<file path="src/rtl/commit_stream_arb_pkg.sv">
// Shared commit-path types: the commit packet layout and the execute-unit
// stream indices that feed commit_stream_arb.
package VX_gpu_pkg;

    localparam int NUM_THREADS = 4;
    localparam int NUM_LANES   = NUM_THREADS;
    localparam int XLEN        = 32;
    localparam int NW_BITS     = 4;
    localparam int UUID_BITS   = 32;
    localparam int NR_BITS     = 5;
    localparam int PID_BITS    = 2;

    // eop must remain the last field: the arbiter reads it as bit 0 of a packet.
    typedef struct packed {
        logic [NW_BITS-1:0]              wid;
        logic [UUID_BITS-1:0]            uuid;
        logic [NUM_LANES-1:0]            tmask;
        logic [XLEN-1:0]                 PC;
        logic                            wb;
        logic [NR_BITS-1:0]              rd;
        logic [NUM_LANES-1:0][XLEN-1:0]  data;
        logic [PID_BITS-1:0]             pid;
        logic                            sop;
        logic                            eop;
    } commit_pkt_t;

    localparam int COMMIT_DATAW = $bits(commit_pkt_t);

    localparam int COMMIT_EX_ALU = 0;
    localparam int COMMIT_EX_LSU = 1;
    localparam int COMMIT_EX_FPU = 2;
    localparam int COMMIT_EX_SFU = 3;

    function automatic int wrap_inc(int idx, int n);
        return (idx + 1 >= n) ? 0 : idx + 1;
    endfunction

endpackage

</file>
<file path="src/rtl/commit_skid_buf.sv">
// Two-entry FIFO used as the registered output stage of the commit arbiter.
// Full and empty are flops so that upstream ready never sees downstream ready.
module commit_skid_buf #(
    parameter int DATAW = 8
) (
    input  logic             clk,
    input  logic             reset,
    input  logic             push,
    input  logic [DATAW-1:0] push_data,
    input  logic             pop,
    output logic             out_valid,
    output logic [DATAW-1:0] out_data,
    output logic             full
);

    logic [1:0][DATAW-1:0] mem;
    logic                  wr_ptr;
    logic                  rd_ptr;
    logic                  full_q;
    logic                  empty_q;
    logic                  push_ok;
    logic                  pop_ok;

    assign push_ok = push && !full_q;
    assign pop_ok  = pop && !empty_q;

    // With only two slots, the next full/empty follow from the current flags.
    always_ff @(posedge clk) begin
        if (!reset) begin
            mem     <= '0;
            wr_ptr  <= 1'b0;
            rd_ptr  <= 1'b0;
            full_q  <= 1'b0;
            empty_q <= 1'b1;
        end else begin
            if (push_ok) begin
                mem[wr_ptr] <= push_data;
                wr_ptr      <= ~wr_ptr;
            end
            if (pop_ok) begin
                rd_ptr <= ~rd_ptr;
            end
            case ({push_ok, pop_ok})
                2'b10: begin
                    empty_q <= 1'b0;
                    full_q  <= !empty_q;
                end
                2'b01: begin
                    full_q  <= 1'b0;
                    empty_q <= !full_q;
                end
                default: ;
            endcase
        end
    end

    assign out_valid = !empty_q;
    assign out_data  = mem[rd_ptr];
    assign full      = full_q;

endmodule

</file>
<file path="src/rtl/commit_stream_arb.sv">
// Round-robin merge of the execute-unit commit streams into one registered
// commit stream; multi-packet instructions are kept contiguous via a lock.
module commit_stream_arb
    import VX_gpu_pkg::*;
#(
    parameter int  NUM_INPUTS = 4,
    localparam int SEL_W      = (NUM_INPUTS > 1) ? $clog2(NUM_INPUTS) : 1
) (
    input  logic                                   clk,
    input  logic                                   reset,
    input  logic [NUM_INPUTS-1:0]                  in_valid,
    output logic [NUM_INPUTS-1:0]                  in_ready,
    input  logic [NUM_INPUTS-1:0][COMMIT_DATAW-1:0] in_data,
    output logic                                   out_valid,
    input  logic                                   out_ready,
    output logic [COMMIT_DATAW-1:0]                out_data,
    output logic [SEL_W-1:0]                       out_sel,
    output logic [63:0]                            instret
);

    logic [SEL_W-1:0]      rr_ptr;
    logic [SEL_W-1:0]      lock_idx;
    logic                  lock_valid;
    logic [NUM_INPUTS-1:0] eligible;
    logic [SEL_W-1:0]      grant;
    logic                  grant_valid;
    logic                  grant_eop;
    logic                  push;
    logic                  buf_full;
    logic                  out_eop;
    logic [63:0]           instret_q;

    always_comb begin
        eligible = in_valid;
        if (lock_valid) begin
            eligible           = '0;
            eligible[lock_idx] = in_valid[lock_idx];
        end
    end

    // Walk downward so the lowest offset from rr_ptr wins the last assignment.
    always_comb begin
        int idx;
        idx         = 0;
        grant       = '0;
        grant_valid = 1'b0;
        for (int k = NUM_INPUTS - 1; k >= 0; k--) begin
            idx = int'(rr_ptr) + k;
            if (idx >= NUM_INPUTS) begin
                idx = idx - NUM_INPUTS;
            end
            if (eligible[idx]) begin
                grant       = SEL_W'(idx);
                grant_valid = 1'b1;
            end
        end
    end

    assign push      = reset && grant_valid && !buf_full;
    assign grant_eop = in_data[grant][0];

    always_comb begin
        in_ready = '0;
        if (push) begin
            in_ready[grant] = 1'b1;
        end
    end

    always_ff @(posedge clk) begin
        if (!reset) begin
            rr_ptr     <= '0;
            lock_valid <= 1'b0;
            lock_idx   <= '0;
        end else if (push) begin
            if (grant_eop) begin
                lock_valid <= 1'b0;
                rr_ptr     <= SEL_W'(wrap_inc(int'(grant), NUM_INPUTS));
            end else begin
                lock_valid <= 1'b1;
                lock_idx   <= grant;
            end
        end
    end

    commit_skid_buf #(
        .DATAW (COMMIT_DATAW + SEL_W)
    ) u_buf (
        .clk       (clk),
        .reset     (reset),
        .push      (push),
        .push_data ({in_data[grant], grant}),
        .pop       (out_ready),
        .out_valid (out_valid),
        .out_data  ({out_data, out_sel}),
        .full      (buf_full)
    );

    assign out_eop = out_data[0];

    always_ff @(posedge clk) begin
        if (!reset) begin
            instret_q <= '0;
        end else if (out_valid && out_ready && out_eop) begin
            instret_q <= instret_q + 64'd1;
        end
    end

    assign instret = instret_q;

endmodule

</file>
<file path="config.mk">
export PLATFORM = sky130hd
export DESIGN_NAME = commit_stream_arb
export DESIGN_NICKNAME = d
export VERILOG_FILES = /design/src/rtl/commit_stream_arb_pkg.sv /design/src/rtl/commit_skid_buf.sv /design/src/rtl/commit_stream_arb.sv
export SDC_FILE = /design/constraint.sdc
export NUM_CORES = 1
export LEC_CHECK = 0
export ABC_AREA = 0
export CAP_MARGIN = 0
export CELL_PAD_IN_SITES_DETAIL_PLACEMENT = 1
export CELL_PAD_IN_SITES_GLOBAL_PLACEMENT = 1
export CORE_AREA = 10 10 426 428
export CTS_CLUSTER_DIAMETER = 50
export DETAILED_ROUTE_END_ITERATION = 8
export DIE_AREA = 0 0 436 438
export PLACE_DENSITY = 0.45
export SETUP_SLACK_MARGIN = 0.3
export SLEW_MARGIN = 20
export SYNTH_ARGS = -nofsm -noshare
export SYNTH_HDL_FRONTEND = slang
export SYNTH_SLANG_ARGS = --single-unit
</file>
<file path="constraint.sdc">
create_clock -name clk -period 4.3 [get_ports clk]
set_clock_uncertainty 0.2 [all_clocks]
set_input_delay 1.29 -clock clk [delete_from_list [all_inputs] [get_ports clk]]
set_output_delay 1.29 -clock clk [all_outputs]
set_load 0.1 [all_outputs]
</file>
==> parameters.txt, run 1 <==
Parameter                              Value

Synth
  Yosys Warn Count ... 0
  Synthesized Nets ... between 3,000 and 4,000
  Count of cell types in the netlist ... 56
  Count of flip-flops with a built-in enable after synthesis ... 0
  Number of flip-flops and latches in the synthesized netlist ... 497
  Post-synthesis async set-or-reset flop share ... 0%
  Mapped Avg Cell Area ... roughly 10 sq um
  Share of the yosys chip area belonging to registers ... between 30% and 40%
  Most frequently used flop master after synthesis ... sky130_fd_sc_hd__dfxtp_1
  Area of the mapped netlist ... between 0.02 and 0.03 sq mm
  Post-synthesis instance total ... ~2,600

Route
  Total wirelength of the detailed-routed design ... approximately 160 mm
  Routed via count divided by cell count ... approximately 4.2
  Routed vias ... ~27,000
  Remaining number of nets flagged by the antenna check after routing ... 0
  Post-route DRC ... 0
  First-pass DRT Iterations ... 5
  Wire per inst ... approximately 26 microns
  Iter 0 DRT Violations ... 1,117

Timing
  Highest attainable clock frequency ... 240.0 MHz
  Shortest clock period the worst path allows after layout ... between 4 and 5 ns
  Rel. slew slack ... between 40% and 50%
  Crit share post-route ... a little over nine tenths
  Final Setup Violations ... 0
  Post-Route Hold Slack ... ~0.25 ns
  Final slew viol count ... 0
  Worst-Margin Slew ... between 0.8 and 0.9 ns
  Final hold violations ... 0
  RSZ-0062 raised after global routing ... yes

CTS
  Clock network latency to the later pin of the worst-skew pair ... approximately 0.67 ns
  Count of clock tree sinks ... between 400 and 500
  Clock transition at the registers of the reported paths ... ~0.05 ns
  Maximum clock insertion buffer count ... 3
  Root Driver ... sky130_fd_sc_hd__clkbuf_16
  Hold buffers post-CTS ... 0
  Cts bufs inserted ... 91
  H-tree lvl count ... 3
  CTS tree ... built

Critical path
  Category of the most critical setup path ... in2out
  Master of the slowest instance on the critical path ... sky130_fd_sc_hd__mux2_4
  Type of destination of the critical path ... output pin
  Slowest stage delay, CP ... 0.28 ns
  Crit path cell chain ... buf_2 -> buf_4 -> mux2_4 -> a21oi_4 -> a21o_4 -> inv_8 -> ha_4 -> and2_4 -> buf_12
  Data required time of the worst path ... ~2.8 ns
  Startpoint type of the worst setup path ... input port
  Gate family responsible for the most delay along the worst path ... buffers and inverters
  Worst Path Arrival ... roughly 2.7 ns
  Number of buffer and inverter instances along the worst setup path ... 4
  Maximum net fanout on the critical path ... 5

Cells and area
  Final Instance Area ... ~0.045 sq mm
  Multi-input logic area ... approximately 0.014 sq mm
  P&R area growth vs syn ... 79.18%
  Seq. cell area ... 0.009962 sq mm
  Nets@finish ... approximately 4,700
  Share of post-route cells with drive strength above 1 ... 25.85%
  Final core occ ... between 20% and 30%
  Number of filler instances in the final layout ... approximately 20,000

Power and ir drop
  Power density normalized to cell area ... 773.0 mW/mm^2
  Cell leakage power ... between 0.015 and 0.02 uW
  Largest voltage drop on the vdd net ... roughly 0.00033 V

Floorplanning
  Floorplan core area ... 0.1731 sq mm
  Full die area ... ~0.19 sq mm
  Std cell rows ... approximately 150
  Starting utilization of the core area ... 14.53%
  Die height ... 438 microns
  Floorplan die width ... between 400 and 500 microns
  Number of primary I/O pins ... roughly 1,100

Place
  Detailed placement HPWL ... 134.7 mm
  Placed Area ... 0.04164 sq mm
  Total of buffers placed on input and output ports ... around 1,100
  Placer Congestion ... about 0.85

Global routing
  Vias in the first global route ... 28,710
  Global routing usage summed across all routing layers ... 16.29%
  Pin count of the biggest net entering global routing ... 81
  Number of antenna violations at the first check in global routing ... 20
  Global-route wire length before repair ... 227.4 mm
  Global route total overflow ... 0

Run
  Max-cap violations ... 0

Worst hold path
  Worst hold path type ... reg2reg

Run status
  Result of the run ... finished, final reports clean
## synth_stat cells (4+ instances only)
cell type	number	area [sq um]
sky130_fd_sc_hd__and3_1	14	87.58
sky130_fd_sc_hd__inv_1	15	56.30
sky130_fd_sc_hd__nor3_1	13	65.06
sky130_fd_sc_hd__nor4_1	17	106.4
sky130_fd_sc_hd__o21ai_0	9	45.04
sky130_fd_sc_hd__mux2i_1	424	4244
sky130_fd_sc_hd__buf_4	4	30.03
sky130_fd_sc_hd__buf_2	66	330.3
sky130_fd_sc_hd__a21oi_1	8	40.04
sky130_fd_sc_hd__ha_1	6	75.07
sky130_fd_sc_hd__nor2_1	64	240.2
sky130_fd_sc_hd__mux2_2	212	2387
sky130_fd_sc_hd__dfxtp_1	497	9950
sky130_fd_sc_hd__nand3_1	28	140.1
sky130_fd_sc_hd__buf_1	6	22.52
sky130_fd_sc_hd__nand2_1	452	1697
sky130_fd_sc_hd__and2_1	14	87.58
sky130_fd_sc_hd__clkbuf_1	138	518.0
sky130_fd_sc_hd__and4_1	13	113.9
sky130_fd_sc_hd__o221ai_1	417	3652
sky130_fd_sc_hd__xnor2_1	43	376.6
sky130_fd_sc_hd__buf_6	16	180.2
sky130_fd_sc_hd__xor2_1	19	166.4
sky130_fd_sc_hd__nand4_1	17	106.4
## metrics by stage
step / cells / worst slack (ns) / setup TNS, ns / power, uW
after floorplan: 2561 / 0.03165 / 0 / 19670
after global placement: 6101 / -0.5312 / -75.54 / 27240
after detailed placement: 6101 / -0.5274 / -62.53 / 27290
after CTS: 6275 / 0.1002 / 0 / 35360
after global routing: 6280 / 0.07338 / 0 / 36330
final: 6284 / 0.1341 / 0 / 34820
## where the power goes
| group | internal, uW | total (uW) | switching, uW |
|---|---|---|---|
| combinational | 6660 | 20100 | 13400 |
| sequential | 6150 | 6940 | 792 |
| clock | 5020 | 7830 | 2810 |
| total | 17800 | 34800 | 17000 |
## worst min-delay path: stages (launching register included)
cell and delay (ns):
sky130_fd_sc_hd__dfxtp_1 0.31, sky130_fd_sc_hd__nand2_1 0.05, sky130_fd_sc_hd__nand2_1 0.04
## cell type report
type	instances	area share, %
clock buffer	112	5.545
multi-input combinational	1818	31.53
timing repair buffer	1448	32.37
clock inverter	59	1.778
tap	2325	6.459
sequential	497	22.12
inverter	16	0.1500
antenna	9	0.05000
## sequential cells by signal, indices dropped and copies added (netlist names)
name           count
u_buf.rd_ptr       1
lock_idx           2
instret           64
u_buf.full         1
lock_valid         1
rr_ptr             2
u_buf.mem        424
u_buf.wr_ptr       1
u_buf.empty_q      1
## layout by cell type (no fill, tap or decap), types with 4 or more instances in the layout
cell and count:
sky130_fd_sc_hd__clkinv_2 15, sky130_fd_sc_hd__clkdlybuf4s50_1 842, sky130_fd_sc_hd__clkinv_4 4, sky130_fd_sc_hd__nand2_1 451, sky130_fd_sc_hd__clkbuf_16 92, sky130_fd_sc_hd__buf_6 6, sky130_fd_sc_hd__o21ai_0 7, sky130_fd_sc_hd__clkinvlp_4 11
sky130_fd_sc_hd__mux2_2 212, sky130_fd_sc_hd__clkbuf_8 12, sky130_fd_sc_hd__nand3_1 27, sky130_fd_sc_hd__inv_6 9, sky130_fd_sc_hd__nor4_1 17, sky130_fd_sc_hd__nand4_1 17, sky130_fd_sc_hd__and2_1 10, sky130_fd_sc_hd__buf_12 125
sky130_fd_sc_hd__buf_4 473, sky130_fd_sc_hd__and4_1 13, sky130_fd_sc_hd__and2_4 4, sky130_fd_sc_hd__and3_1 14, sky130_fd_sc_hd__nor2_1 64, sky130_fd_sc_hd__o221ai_1 417, sky130_fd_sc_hd__nor3_1 13, sky130_fd_sc_hd__a21oi_1 7
sky130_fd_sc_hd__mux2i_1 424, sky130_fd_sc_hd__diode_2 9, sky130_fd_sc_hd__xor2_1 19, sky130_fd_sc_hd__inv_1 12, sky130_fd_sc_hd__dfxtp_1 493, sky130_fd_sc_hd__bufinv_16 14, sky130_fd_sc_hd__clkbuf_1 8, sky130_fd_sc_hd__xnor2_1 43
## worst paths after layout
| kind | from | endpoint | slack, ns | cells past startpoint |
|---|---|---|---|---|
| worst max-delay path | in_valid[1] | in_ready[3] | 0.13 | 9 |
| worst min-delay path | u_buf.mem[213] | u_buf.mem[213] | 0.25 | 2 |
| worst max register to register | lock_idx[1] | u_buf.mem[377] | 0.91 | 10 |
| worst min register to register | u_buf.mem[213] | u_buf.mem[213] | 0.25 | 2 |
## metal layers
layer  GRT usage [%]  part of all wire, %  up-vias
li1                -                    -    12395
met1           18.51                   40    13285
met2           30.19                   53      655
met3           4.583                  5.7      165
met4           3.255                  1.7       14
met5               0                0.056        -
## logic make-up after synthesis
group | share of synthesized area [%]
xor+xnor | 2.160
fa+ha+maj | 0.2986
flops | 39.58
buf+inv | 4.539
compound gates | 16.07
mux | 26.44
simple gates | 10.92
## what timing repair did
item,CTS,global route
resized for setup,34,5
buffers inserted,3,0
pin swaps,7,5
setup endpoints to repair,12,6
gates cloned,0,0
(Power assumes the default switching activity.)
==> run 2: changes to the inputs <==
--- a/config.mk
+++ b/config.mk
@@ -9,11 +9,12 @@
 export CAP_MARGIN = 0
 export CELL_PAD_IN_SITES_DETAIL_PLACEMENT = 1
 export CELL_PAD_IN_SITES_GLOBAL_PLACEMENT = 1
-export CORE_AREA = 10 10 426 428
+export CORE_AREA = 10 10 428 430
 export CTS_CLUSTER_DIAMETER = 50
 export DETAILED_ROUTE_END_ITERATION = 8
-export DIE_AREA = 0 0 436 438
-export PLACE_DENSITY = 0.45
+export DIE_AREA = 0 0 438 440
+export DONT_BUFFER_PORTS = 1
+export PLACE_DENSITY = 0.33
 export SETUP_SLACK_MARGIN = 0.3
 export SLEW_MARGIN = 20
 export SYNTH_ARGS = -nofsm -noshare
==> parameters.txt, run 2 (same netlist as run 1, synthesis figures left out) <==
Parameter                              Value

Power and ir drop
  Power density normalized to cell area ... ~960 mW/mm^2
  Clock Power Share ... about a quarter
  Largest voltage drop on the vdd net ... 0.0003249 V
  Cell leakage power ... around 0.013 uW
  Switching power share of the total ... a little over 50%
  Net Sw Power ... approximately 16,000 uW
  Combinational Power Share ... 51.5%
  Fraction of power consumed by sequential logic ... between 20 and 25%
  Design internal power ... around 15,000 uW

Critical path
  Startpoint of the worst-slack reg-to-reg timing path ... lock_idx[1]
  Number of buffer and inverter instances along the worst setup path ... 2
  Master of the slowest instance on the critical path ... sky130_fd_sc_hd__o221a_2
  Crit path cell chain ... a21boi_1 -> o221a_2 -> and2_4 -> buf_4 -> ha_4 -> and2_4 -> buf_12
  Gate family responsible for the most delay along the worst path ... compound AO/OA/AOI/OAI gates
  Data required time of the worst path ... 2.81 ns
  Cell repeated most along the worst path ... sky130_fd_sc_hd__and2_4
  Startpoint type of the worst setup path ... input port
  Worst Path Arrival ... around 2.6 ns
  Slowest stage delay, CP ... a little under 0.3 ns
  Maximum net fanout on the critical path ... 5
  Worst setup path startpoint ... in_valid[3]
  Category of the most critical setup path ... in2out
  Type of destination of the critical path ... output pin

Cells and area
  Top register by number of flip-flops ... u_buf.mem
  Most common cell after layout, fill and taps aside ... sky130_fd_sc_hd__dfxtp_1
  P&R area growth vs syn ... 30.11%
  Final core occ ... around a fifth
  Nets@finish ... approximately 3,500
  Commonest cells after routing, fill and taps aside ... 490 x sky130_fd_sc_hd__dfxtp_1, 451 x sky130_fd_sc_hd__nand2_1, 424 x sky130_fd_sc_hd__mux2i_1
  Number of filler instances in the final layout ... 20,128
  Share of post-route cells with drive strength above 1 ... between 20% and 30%
  Largest register FFs ... ~420

Route
  Routed vias ... 21,907
  Post-route DRC ... 0
  Iter 0 DRT Violations ... 980
  First-pass DRT Iterations ... 5
  Wire per inst ... between 20 and 30 microns
  Remaining number of nets flagged by the antenna check after routing ... 0
  Total wirelength of the detailed-routed design ... between 100 and 150 mm
  Routed via count divided by cell count ... 4.335

CTS
  Clock network latency to the later pin of the worst-skew pair ... 0.69 ns
  Maximum clock insertion buffer count ... 3
  Cts bufs inserted ... 96
  Root Driver ... sky130_fd_sc_hd__clkbuf_16
  Count of clock tree sinks ... a little under 500
  Clock transition at the registers of the reported paths ... 0.05 ns
  CTS tree ... built
  H-tree lvl count ... 3
  Hold buffers post-CTS ... 0

Global routing
  Global-route wire length before repair ... between 150 and 200 mm
  Number of antenna violations at the first check in global routing ... 11
  Global routing usage summed across all routing layers ... between 10% and 20%
  Vias in the first global route ... ~24,000
  Pin count of the biggest net entering global routing ... slightly below 100
  Global route total overflow ... 0

Timing
  Final Setup Violations ... 0
  Sum Neg Setup Slack ... 0 ns
  Shortest clock period the worst path allows after layout ... a little over 4 ns
  Final hold violations ... 0
  Crit share post-route ... 94.64%
  Highest attainable clock frequency ... ~250 MHz
  Final slew viol count ... 0
  Rel. slew slack ... 25.30%
  Worst-Margin Slew ... around 1.1 ns
  RSZ-0062 raised after global routing ... yes

Floorplanning
  Std cell rows ... 154
  Floorplan core area ... 0.1750 sq mm
  Full die area ... 0.1927 sq mm
  Floorplan die width ... roughly 440 microns
  Number of primary I/O pins ... between 1,000 and 1,500
  Starting utilization of the core area ... between 10 and 15%
  Die height ... between 400 and 500 microns

Worst hold path
  Hold path startpoint ... u_buf.mem[213]
  Worst hold path type ... reg2reg

Place
  Placer Congestion ... slightly above 0.8
  Total of buffers placed on input and output ports ... 0
  Detailed placement HPWL ... 112.9 mm

Run status
  Result of the run ... finished, final reports clean

Run
  Max-cap violations ... 0
run 2: layer usage:
metal  up-vias  GRT usage [%]  part of all wire [%]
met1     11220          15.73                    39
li1       9894              -                     -
met5         -              0                 0.019
met4         4          2.948                   1.7
met3       131          4.889                   7.0
met2       658          25.69                    52
run 2: final cells by class:
class | count | area, sq um | share of cell area [%]
multi-input combinational | 1818 | 14180 | 43.34
sequential | 497 | 9968 | 30.48
tap | 2340 | 2928 | 8.951
clock buffer | 127 | 2786 | 8.519
timing repair buffer | 205 | 2039 | 6.235
clock inverter | 47 | 734.5 | 2.246
inverter | 16 | 67.56 | 0.2066
antenna | 3 | 7.507 | 0.02295
run 2: stage by stage:
step                      worst slack (ns)  area (sq um)  hold WS [ns]  power [uW]  cells
after global routing                0.1385         32710        0.2707       32840   5052
after global placement            -0.07678         29020        0.2333       23070   4859
final                               0.2306         32710        0.2447       31440   5053
after floorplan                    0.03165         25240        0.2183       19670   2561
after CTS                           0.1858         32660        0.2445       32030   5045
after detailed placement           -0.1678         29020        0.2370       23410   4859
run 2: worst paths after layout:
| check | end | slack (ns) | cells after the start |
|---|---|---|---|
| setup / recovery | in_ready[3] | 0.23 | 7 |
| hold / removal | u_buf.mem[213] | 0.24 | 2 |
| setup reg to reg | u_buf.mem[208] | 0.63 | 8 |
| hold reg to reg | u_buf.mem[213] | 0.24 | 2 |
run 2: repair_timing:
| item | CTS | global route |
|---|---|---|
| setup buffers | 12 | 5 |
| pin swaps | 5 | 5 |
| cloned | 0 | 0 |
| endpoints found under the setup margin | 166 | 4 |
| resized for setup | 15 | 2 |
run 2: power by group through the flow:
| stage | Sequential, uW | Clock [uW] | Combinational (uW) |
|---|---|---|---|
| final | 6940 | 8320 | 16200 |
| after global routing | 7110 | 8780 | 17000 |
| after CTS | 6920 | 8590 | 16500 |
| after detailed placement | 7010 | 0 | 16400 |
| after global placement | 6930 | 0 | 16100 |
| after floorplan | 6720 | 0 | 12900 |
run 2: worst min-delay path, cell delays in order, from the launching register on:
cell and delay [ns]:
sky130_fd_sc_hd__dfxtp_1 0.30, sky130_fd_sc_hd__nand2_1 0.05, sky130_fd_sc_hd__nand2_1 0.04
